===== src/rtl/alu_pkg.sv =====
// Shared ALU definitions: opcode encodings and multiplier sequencer state type.
package alu_pkg;

  localparam logic [2:0] ALU_ADD = 3'b000;
  localparam logic [2:0] ALU_SUB = 3'b001;
  localparam logic [2:0] ALU_SLL = 3'b010;
  localparam logic [2:0] ALU_LUI = 3'b011;
  localparam logic [2:0] ALU_XOR = 3'b100;
  localparam logic [2:0] ALU_SRL = 3'b101;
  localparam logic [2:0] ALU_OR  = 3'b110;
  localparam logic [2:0] ALU_AND = 3'b111;

  typedef enum logic [1:0] {MS_IDLE, MS_BUSY, MS_DONE} mul_state_t;

endpackage


===== src/rtl/alu_mul_seq.sv =====
// Iterative shift-add multiplier (low half of product) that borrows the shared
// ALU for one ADD per cycle while alu_own_o is high.
// Ports:
//   clk, rst_n      clock, async active-low reset
//   flush           sync abort back to IDLE
//   req_*           operand handshake (req_ready high only in IDLE)
//   resp_*          result handshake (resp_valid high in DONE)
//   alu_own_o       ALU borrowed this cycle
//   alu_op1/op2/ctrl ALU operands and opcode; alu_out_i is the ALU result
module alu_mul_seq
  import alu_pkg::*;
#(
  parameter int unsigned DATA_WIDTH = 32,
  parameter bit          EARLY_EXIT = 1'b1
) (
  input  logic                  clk,
  input  logic                  rst_n,
  input  logic                  flush_i,
  input  logic                  req_valid_i,
  output logic                  req_ready_o,
  input  logic [DATA_WIDTH-1:0] req_a_i,
  input  logic [DATA_WIDTH-1:0] req_b_i,
  output logic                  resp_valid_o,
  input  logic                  resp_ready_i,
  output logic [DATA_WIDTH-1:0] resp_result_o,
  output logic                  alu_own_o,
  output logic [DATA_WIDTH-1:0] alu_op1_o,
  output logic [DATA_WIDTH-1:0] alu_op2_o,
  output logic [2:0]            alu_ctrl_o,
  input  logic [DATA_WIDTH-1:0] alu_out_i
);

  localparam int unsigned CNT_W = (DATA_WIDTH > 1) ? $clog2(DATA_WIDTH) : 1;
  localparam logic [CNT_W-1:0] CNT_LAST = CNT_W'(DATA_WIDTH - 1);

  mul_state_t            state_q, state_d;
  logic [DATA_WIDTH-1:0] acc_q, acc_d;
  logic [DATA_WIDTH-1:0] mcand_q, mcand_d;
  logic [DATA_WIDTH-1:0] mplier_q, mplier_d;
  logic [CNT_W-1:0]      count_q, count_d;

  logic                  req_ready_q, req_ready_d;
  logic                  resp_valid_q, resp_valid_d;
  logic                  alu_own_q, alu_own_d;
  logic [DATA_WIDTH-1:0] alu_op1_q, alu_op1_d;
  logic [DATA_WIDTH-1:0] alu_op2_q, alu_op2_d;

  // Next-state and datapath update
  always_comb begin
    state_d  = state_q;
    acc_d    = acc_q;
    mcand_d  = mcand_q;
    mplier_d = mplier_q;
    count_d  = count_q;

    if (flush_i) begin
      state_d = MS_IDLE;
    end else begin
      unique case (state_q)
        MS_IDLE: begin
          if (req_valid_i) begin
            acc_d    = '0;
            mcand_d  = req_a_i;
            mplier_d = req_b_i;
            count_d  = '0;
            state_d  = (EARLY_EXIT && (req_b_i == '0)) ? MS_DONE : MS_BUSY;
          end
        end
        MS_BUSY: begin
          acc_d    = alu_out_i;
          mcand_d  = mcand_q << 1;
          mplier_d = mplier_q >> 1;
          count_d  = count_q + CNT_W'(1);
          // Early exit once no set multiplier bits remain after this step
          if ((count_q == CNT_LAST) || (EARLY_EXIT && ((mplier_q >> 1) == '0))) begin
            state_d = MS_DONE;
          end
        end
        MS_DONE: begin
          if (resp_ready_i) state_d = MS_IDLE;
        end
        default: state_d = MS_IDLE;
      endcase
    end

    // Outputs are registered from the next-state view so they line up with state_q
    req_ready_d  = (state_d == MS_IDLE);
    resp_valid_d = (state_d == MS_DONE);
    alu_own_d    = (state_d == MS_BUSY);
    alu_op1_d    = alu_own_d ? acc_d : '0;
    alu_op2_d    = (alu_own_d && mplier_d[0]) ? mcand_d : '0;
  end

  // State, datapath and output registers
  always_ff @(posedge clk or negedge rst_n) begin
    if (!rst_n) begin
      state_q      <= MS_IDLE;
      acc_q        <= '0;
      mcand_q      <= '0;
      mplier_q     <= '0;
      count_q      <= '0;
      req_ready_q  <= 1'b1;
      resp_valid_q <= 1'b0;
      alu_own_q    <= 1'b0;
      alu_op1_q    <= '0;
      alu_op2_q    <= '0;
    end else begin
      state_q      <= state_d;
      acc_q        <= acc_d;
      mcand_q      <= mcand_d;
      mplier_q     <= mplier_d;
      count_q      <= count_d;
      req_ready_q  <= req_ready_d;
      resp_valid_q <= resp_valid_d;
      alu_own_q    <= alu_own_d;
      alu_op1_q    <= alu_op1_d;
      alu_op2_q    <= alu_op2_d;
    end
  end

  assign req_ready_o   = req_ready_q;
  assign resp_valid_o  = resp_valid_q;
  assign resp_result_o = acc_q;
  assign alu_own_o     = alu_own_q;
  assign alu_op1_o     = alu_op1_q;
  assign alu_op2_o     = alu_op2_q;
  assign alu_ctrl_o    = ALU_ADD;

endmodule


===== config.mk =====
export PLATFORM = sky130hd
export DESIGN_NAME = alu_mul_seq
export DESIGN_NICKNAME = d
export VERILOG_FILES = /design/src/rtl/alu_pkg.sv /design/src/rtl/alu_mul_seq.sv
export SDC_FILE = /design/constraint.sdc
export NUM_CORES = 1
export LEC_CHECK = 0
export CORE_ASPECT_RATIO = 0.8
export CORE_MARGIN = 3
export CORE_UTILIZATION = 32
export CTS_CLUSTER_DIAMETER = 120
export DETAILED_ROUTE_END_ITERATION = 6
export DONT_BUFFER_PORTS = 1
export PLACE_DENSITY = 0.58
export RECOVER_POWER = 25
export SLEW_MARGIN = 20
export SYNTH_ARGS = -nofsm -noshare
export SYNTH_HDL_FRONTEND = slang
export SYNTH_SLANG_ARGS = --single-unit

===== constraint.sdc =====
create_clock -name clk -period 2.7 [get_ports clk]
set_clock_uncertainty 0.15 [all_clocks]
set_input_delay 0.81 -clock clk [delete_from_list [all_inputs] [get_ports clk]]
set_output_delay 0.81 -clock clk [all_outputs]
set_load 0.02 [all_outputs]

==> results.cfg, run 1 <==
[floorplan]
die_area_um2 = 23100
die_x_um = 169
fp-row-count = 47
die_h_um = 136
io-pin-count = 203
coreArea_um2 = 20800
start_util_pct = 32.7

[grt]
grt-ovfl-total = 0
grt_pass1_wl_mm = 27.0
grt_antenna_before_repair = 0
grt_pass1_vias = 4778
grt_max_degree = 171
grtUsageTotal_pct = 15.2

[clock_network]
post_cts_buffers = 0
cts_root_buf = clkbuf_16
cts_resized = 0
clock_latency_ns = 0.42
cts_buffers = 17
cts_tree = done
clk_pin_slew_worst_paths_ns = 0.07
cts_buffer_depth = 2
htreeDepth = 4
cts_sinks = 170

[sta]
worstMarginPinSlew_ns = 0.812
fin_setup_tns_ns = 0
fin_crit_ns = 2.34
rsz0062_at_grt = false
maxSlewViolCount = 0
setup_viol = 0
setup_ws_ns = 0.359
relSlewSlack_pct = 45.7
hold-worst-slack_ns = -0.0590
hold_violations = 169
fmax_mhz = 427
timing.final.crit_share_pct = 86.7

[power_and_ir_drop]
p_comb_share_pct = 16.4
power_leakage_nw = 3.41
peakVddDrop_mv = 0.431
power_frac_clock_pct = 33.2
switchingPower_mw = 2.38
sequentialPowerShare_pct = 50.4
p_sw_share_pct = 33.3
intPower_mw = 4.78
p_per_area_nw_per_um2 = 925

[route]
wl_mm = 17.3
post_drt_wl_per_cell_um = 20.7
first_iter_violations = 313
drtPass1Iterations = 5
dr_total_vias = 4486
drc = 0
ant_nets = 0
viasPerCell = 5.36

[logic_synthesis]
ys.flop_type = dfrtp_1
yosys.area.top_type = dfrtp_1
synth_cells = 567
syn_area_per_cell_um2 = 12.0
synth_top_area_share_pct = 62.1
synth-async-reset-ratio_pct = 100
synth-seq-cells = 170
ys_warn_count = 0
netlist_area_um2 = 6810
ys_top_cells_by_area = dfrtp_1 (62%), a22oi_1 (6.6%), nor4b_2 (6.0%)
synth_cell_types = 38
synth_edf_count = 0
ys_seq_area_share_pct = 62.5

[status]
violations = negative hold slack
status = complete, but fails checks

[layout]
layout.nets = 658
layout-drive-gt1-share_pct = 15.0
fill_cells = 2035
stdcell_count = 837
areaGrowthSynthToFinish_pct = 13.7
fin_util_pct = 37.2
diodes = 0

[placement]
dpl.hpwl_mm = 11.7
gp_congestion = 0.789
dp_cells = 805
pre_cts_ws_ns = 0.161
port_buffers = 0

[setup_path]
path_class = reg2reg
cp-end-kind = flip-flop
cp.required_ns = 2.87
critPathMaxFanout = 48
startpoint_type = flip-flop
critPathArrivalTime_ns = 2.51

[job]
max_cap_viol_count = 0

[min_path]
hold_class = in2async
## power groups by stage
stage	clock network, mW	logic [mW]	registers, mW
4_1_cts	2.45	1.18	3.61
5_1_grt	2.57	1.31	3.67
6_report	2.38	1.17	3.61
2_1_floorplan	0	0.908	3.52
3_3_place_gp	0	1.13	3.64
3_5_place_dp	0	1.18	3.65
## Yosys cell counts, types with 3 or more instances
cell type	n
o21ai_1	3
buf_6	4
nand2_1	96
nor4b_1	4
nor4_1	15
a22oi_1	60
nor4b_2	27
clkbuf_1	22
nand4_1	5
dfrtp_1	169
nand2b_1	3
buf_2	16
nor2_1	11
nor2b_1	33
buf_4	4
a22o_1	35
o21ai_0	31
## cell usage in the layout, fill, tap and decap left out, types with 2 or more instances in the layout
| cell type | n |
|---|---|
| conb_1 | 3 |
| buf_4 | 7 |
| clkbuf_16 | 17 |
| a211oi_1 | 2 |
| o21ai_4 | 2 |
| buf_12 | 8 |
| ha_1 | 2 |
| nor4b_1 | 4 |
| nor4b_2 | 27 |
| nor4_1 | 15 |
| inv_8 | 5 |
| inv_1 | 2 |
| xor2_1 | 2 |
| nor2b_1 | 32 |
| a21oi_1 | 2 |
| nand4_1 | 5 |
| clkinvlp_4 | 2 |
| a22o_1 | 35 |
| dfrtp_1 | 169 |
| nand2_1 | 96 |
| nand2b_1 | 3 |
| inv_2 | 2 |
| o21ai_0 | 31 |
| clkinv_8 | 2 |
| clkinv_4 | 3 |
| inv_6 | 2 |
| nor2_1 | 10 |
| a22oi_1 | 60 |
## metrics by stage
step,area [µm²],total power [mW]
floorplan,6820,4.42
global placement,7160,4.78
detailed placement,7160,4.83
CTS,7740,7.25
global route,7740,7.54
finish,7740,7.16
## flip-flops by register name (all words and copies together), names as in the netlist, 2 cells and up
name and count:
alu_op1_o 32, alu_op2_o 32, mcand_q 32, mplier_q 32, resp_result_o 32, count_q 5
state_q 2
## metal layers
metal,track usage (%),vias to the layer above,wire length (µm)
met3,6.41,14,1680
met1,19.2,2261,7250
met4,4.18,0,171
met5,0,-,0
li1,-,2006,-
met2,23.9,205,8200
## final timing paths
kind / endpoint / start / cells past startpoint / slack, ns
hold / removal: alu_op2_o[24] / rst_n / 0 / -0.06
hold reg to reg: count_q[4] / count_q[4] / 2 / 0.33
max in group asynchronous: req_ready_o / rst_n / 0 / 2.19
min in group clk: resp_valid_o / flush_i / 1 / 0.30
setup / recovery: alu_op2_o[1] / state_q[0] / 5 / 0.36
setup reg to reg: alu_op2_o[1] / state_q[0] / 5 / 0.36
## kinds of logic (layout without fill, tap and decap cells)
logic type	Yosys count	in the layout	synth area share (%)
buffers and inverters	52	51	3.82
other	1	3	0.0551
xor gates and xnor gates	2	2	0.257
and+or+nand+nor	203	203	18.6
DFF	170	170	62.5
adders and majority gates	2	2	0.367
AOI/OAI and AO/OA	137	137	14.4
## layout make-up
| class | instances | area, µm² | area share, % |
|---|---|---|---|
| clock buffer | 17 | 425 | 5.49 |
| sequential | 170 | 4260 | 55.0 |
| timing repair buffer | 15 | 213 | 2.75 |
| tap | 269 | 337 | 4.35 |
| multi-input combinational | 347 | 2340 | 30.3 |
| inverter | 4 | 15.0 | 0.194 |
| clock inverter | 15 | 153 | 1.97 |
## worst max-delay path, cell delays in order (launching register included)
cell     delay [ns]
dfrtp_1        0.54
o21ai_4        0.72
buf_12         0.31
nand2_1        0.09
o21ai_0        0.11
nor4b_1        0.27
(Power assumes the default switching activity.)
==> run 2, diff against run 1 <==
CELL_PAD_IN_SITES_DETAIL_PLACEMENT = 0   (was unset)
CELL_PAD_IN_SITES_GLOBAL_PLACEMENT = 1   (was unset)
GPL_ROUTABILITY_DRIVEN = 0   (was unset)
PLACE_DENSITY = 0.67   (was 0.58)
==> run 2 against run 1 <==
Net effect: the run still ends with negative hold slack left; sequential cell count stayed put; maximum frequency is 6.9% higher; global-route usage grew 0.28 points; sequential power hardly changed; critical path depth grew 2; non-clock buffer count unchanged; critical path type unchanged; largest cell class unchanged.
==> results.cfg, run 2 (synthesized netlist as in run 1, its figures left out) <==
[power_and_ir_drop]
p_sw_share_pct = 33.1
p_per_area_nw_per_um2 = 929
power_frac_clock_pct = 33.5
intPower_mw = 4.80
switchingPower_mw = 2.38
sequentialPowerShare_pct = 50.3
p_comb_share_pct = 16.2
power_leakage_nw = 3.41
peakVddDrop_mv = 0.435

[status]
violations = negative hold slack
status = complete, but fails checks

[route]
wl_met2_mm = 8.10
first_iter_violations = 332
dr_wl_met3_mm = 1.62
dr_total_vias = 4472
ant_nets = 0
drtPass1Iterations = 5
wl_mm = 17.7
drc = 0
wl_met1_mm = 7.53
maxUsedRoutingLayer = met4
post_drt_wl_per_cell_um = 21.1
viasPerCell = 5.34

[clock_network]
cts_buffers = 17
cts_sinks = 170
cts_buffer_depth = 2
clk_pin_slew_worst_paths_ns = 0.07
htreeDepth = 4
cts_tree = done
cts_resized = 0
post_cts_buffers = 0
clock_latency_ns = 0.42
cts_root_buf = clkbuf_16

[setup_path]
path_class = reg2reg
path_buf_inv = 1
cp_slowest_cell = dfrtp_1
cp.required_ns = 2.87
startpoint_type = flip-flop
max_stage_delay_ns = 0.40
critPathArrivalTime_ns = 2.36
reg2reg_to = alu_op2_o[1]
path_common_cell = ha_1
cp-end-kind = flip-flop
cp_top_family = compound AO/OA/AOI/OAI gates
r2r_start = count_q[0]
r2r_cells = 7
ff2ff_setup_slack_ns = 0.51
critPathMaxFanout = 20
worstPathCellList = ha_1 > and3_1 > ha_1 > o21bai_1 > o21a_4 > buf_12 > nor4b_1

[layout]
areaGrowthSynthToFinish_pct = 13.4
fill_cells = 2019
mostFrequentLayoutCells = dfrtp_1 (169), nand2_1 (96), a22oi_1 (60), a22o_1 (35), nor2b_1 (32)
diodes = 0
final_common_cell = dfrtp_1
fin_util_pct = 37.1
layout.nets = 658
layout-drive-gt1-share_pct = 15.0
stdcell_area_um2 = 7720

[sta]
rsz0062_at_grt = false
maxSlewViolCount = 0
worstMarginPinSlew_ns = 0.587
fin_crit_ns = 2.19
fin_setup_tns_ns = 0
hold-worst-slack_ns = -0.0607
setup_viol = 0
hold_violations = 169
timing.final.crit_share_pct = 81.1
relSlewSlack_pct = 60.9
fmax_mhz = 457

[placement]
placed_area_um2 = 7140
port_buffers = 0
dpl.hpwl_mm = 11.7

[grt]
grt_max_degree = 171
grt-ovfl-total = 0
grt_pass1_vias = 4584
grtUsageTotal_pct = 15.4
grt_pass1_wl_mm = 27.4
grt_antenna_before_repair = 0

[floorplan]
start_util_pct = 32.7
die_h_um = 136
coreArea_um2 = 20800
die_area_um2 = 23100
io-pin-count = 203
fp-row-count = 47
die_x_um = 169

[job]
max_cap_viol_count = 0

[min_path]
hold_class = in2async
run 2: layout make-up:
class	count	area (µm²)	area share, %
clock buffer	18	439	5.69
clock inverter	14	145	1.88
timing repair buffer	15	188	2.43
multi-input combinational	347	2340	30.4
sequential	170	4260	55.1
inverter	4	15.0	0.194
tap	269	337	4.36
run 2: layer usage:
metal  track usage [%]  up-vias
li1                  -     2004
met1              20.2     2249
met2              23.3      192
met3              6.18       27
met4              5.59        0
met5                 0        -
run 2: worst max-delay path by stage:
stage,from,depth (start not counted),endpoint
final,count_q[0],7,alu_op2_o[1]
after global routing,count_q[0],7,alu_op2_o[0]
after CTS,count_q[0],7,alu_op2_o[3]
after detailed placement,req_b_i[26],6,alu_op1_o[11]
after global placement,req_b_i[26],6,alu_op1_o[11]
after floorplan,flush_i,6,alu_op2_o[13]
run 2: power by group through the flow:
stage / logic, mW / clock network [mW] / registers [mW]
after floorplan: 0.908 / 0 / 3.52
after global placement: 1.13 / 0 / 3.64
after detailed placement: 1.18 / 0 / 3.65
after CTS: 1.18 / 2.50 / 3.61
after global routing: 1.30 / 2.59 / 3.67
final: 1.16 / 2.41 / 3.61
run 2: metrics by stage:
step	power, mW	setup slack [ns]	instances
final	7.18	0.510	837
after global routing	7.56	0.319	837
after CTS	7.29	0.479	837
after detailed placement	4.83	0.274	805
after global placement	4.77	0.288	805
after floorplan	4.42	0.434	569
==> run 3, diff against run 2 <==
clock period = 2.2 ns   (was 2.7 ns; I/O delays follow)
==> run 3 against run 2 <==
Net effect: the run still ends with negative hold slack left; power increased by 30%; non-clock buffer count up 12; cell count up 1.3%; via count is 1.8% higher; setup slack got worse by 0.44 ns; maximum frequency grew 2.9%; register-to-register slack worse by 0.44 ns; critical path depth is the same; wire length grew 1.2%; die area did not move; largest power group unchanged; highest routed layer unchanged.
==> results.cfg, run 3 (synthesized netlist as in run 1, its figures left out) <==
[clock_network]
clock_latency_ns = 0.42
cts_buffer_depth = 2
clk_pin_slew_worst_paths_ns = 0.07
cts_buffers = 17
cts_sinks = 170
cts_tree = done
post_cts_buffers = 0
htreeDepth = 4
cts_root_buf = clkbuf_16

[sta]
rsz0062_at_grt = false
fin_crit_ns = 2.13
relSlewSlack_pct = 60.4
fin_setup_tns_ns = 0
hold_violations = 170
worstMarginPinSlew_ns = 0.595
timing.final.crit_share_pct = 96.8
maxSlewViolCount = 0
hold-worst-slack_ns = -0.214
setup_ws_ns = 0.0710
fmax_mhz = 470
setup_viol = 0

[placement]
placed_area_um2 = 7230
pre_cts_ws_ns = -0.0805
dpl.hpwl_mm = 12.0
dp_cells = 817
port_buffers = 0

[layout]
layout.nets = 670
stdcell_area_um2 = 7960
layout-drive-gt1-share_pct = 17.8
stdcell_count = 848
fill_cells = 1997
areaGrowthSynthToFinish_pct = 16.9
final_common_cell = dfrtp_1
fin_util_pct = 38.2
mostFrequentLayoutCells = dfrtp_1 (169), nand2_1 (96), a22oi_1 (60), a22o_1 (35), nor2b_1 (32)
diodes = 0

[setup_path]
critPathMaxFanout = 7
critPathArrivalTime_ns = 2.30
path_class = reg2reg
cp-end-kind = flip-flop
cp.required_ns = 2.37
startpoint_type = flip-flop
r2r_cells = 7

[route]
ant_nets = 0
drc = 0
first_iter_violations = 326
viasPerCell = 5.37
dr_total_vias = 4553
drtPass1Iterations = 5
post_drt_wl_per_cell_um = 21.1
wl_mm = 17.9

[floorplan]
die_x_um = 169
io-pin-count = 203
start_util_pct = 32.7
coreArea_um2 = 20800
fp-row-count = 47
die_area_um2 = 23100
die_h_um = 136

[power_and_ir_drop]
total_power_mw = 9.34
switchingPower_mw = 2.89
p_comb_share_pct = 16.6
power_frac_clock_pct = 36.2
sequentialPowerShare_pct = 47.3
p_per_area_nw_per_um2 = 1170
peakVddDrop_mv = 0.509
intPower_mw = 6.45
power_leakage_nw = 3.52
p_sw_share_pct = 30.9

[min_path]
hold_class = in2async

[grt]
grt_antenna_before_repair = 0
grt_max_degree = 171
grt_pass1_wl_mm = 27.7
grt-ovfl-total = 0
grt_pass1_vias = 4761
grtUsageTotal_pct = 15.6

[status]
violations = negative hold slack
status = complete, but fails checks

[job]
max_cap_viol_count = 0
## run 3: cell count changes in the layout (fill, tap and decap cells not counted), sizes merged
| cell | before | now |
|---|---|---|
| clkinv | 6 | 2 |
| bufinv | 0 | 5 |
| clkinvlp | 0 | 1 |
| buf | 15 | 27 |
| clkbuf | 18 | 17 |
| inv | 12 | 10 |
## run 3: final cells by class
class                           instances  area, µm²  area share, %
Clock buffer                           17        425           5.34
Inverter                                4       15.0          0.189
Timing Repair Buffer                   27        282           3.54
Sequential cell                       170       4260           53.5
Clock inverter                         14        233           2.92
Tap cell                              269        337           4.23
Multi-Input combinational cell        347       2410           30.3
## run 3: path summary, 6_finish.rpt
check,from,to,slack [ns]
worst max-delay path,count_q[0],alu_op2_o[21],0.07
worst min-delay path,rst_n,mcand_q[23],-0.21
worst max register to register,count_q[0],alu_op2_o[21],0.07
worst min register to register,count_q[4],count_q[4],0.33
max in group asynchronous,rst_n,req_ready_o,1.89
min in group clk,flush_i,state_q[1],0.15
## run 3: critical path: stages, from the launching register on
cell	delay (ns)
dfrtp_1	0.39
ha_1	0.21
and3_1	0.19
ha_1	0.17
o21bai_2	0.20
o21a_4	0.24
buf_4	0.20
nor4b_4	0.30
## run 3: power groups by stage
stage          Sequential, mW  Clock (mW)  Combinational (mW)
2_1_floorplan            4.32           0                1.11
3_3_place_gp             4.45           0                1.46
3_5_place_dp             4.45           0                1.52
4_1_cts                  4.41        3.47                1.53
5_1_grt                  4.49        3.60                1.73
6_report                 4.42        3.38                1.55
## run 3: what timing repair did
action,CTS,global route
resized for setup,2,10
hold endpoints to repair,170,170
pin swaps,0,1
endpoints found under the setup margin,2,56
## run 3: metal layers
metal  track usage [%]  vias up  wire length [µm]
met1              20.2     2313              7560
met4              5.09        0               278
met3              6.15       18              1570
met2              24.2      203              8500
li1                  -     2019                 -
met5                 0        -                 0
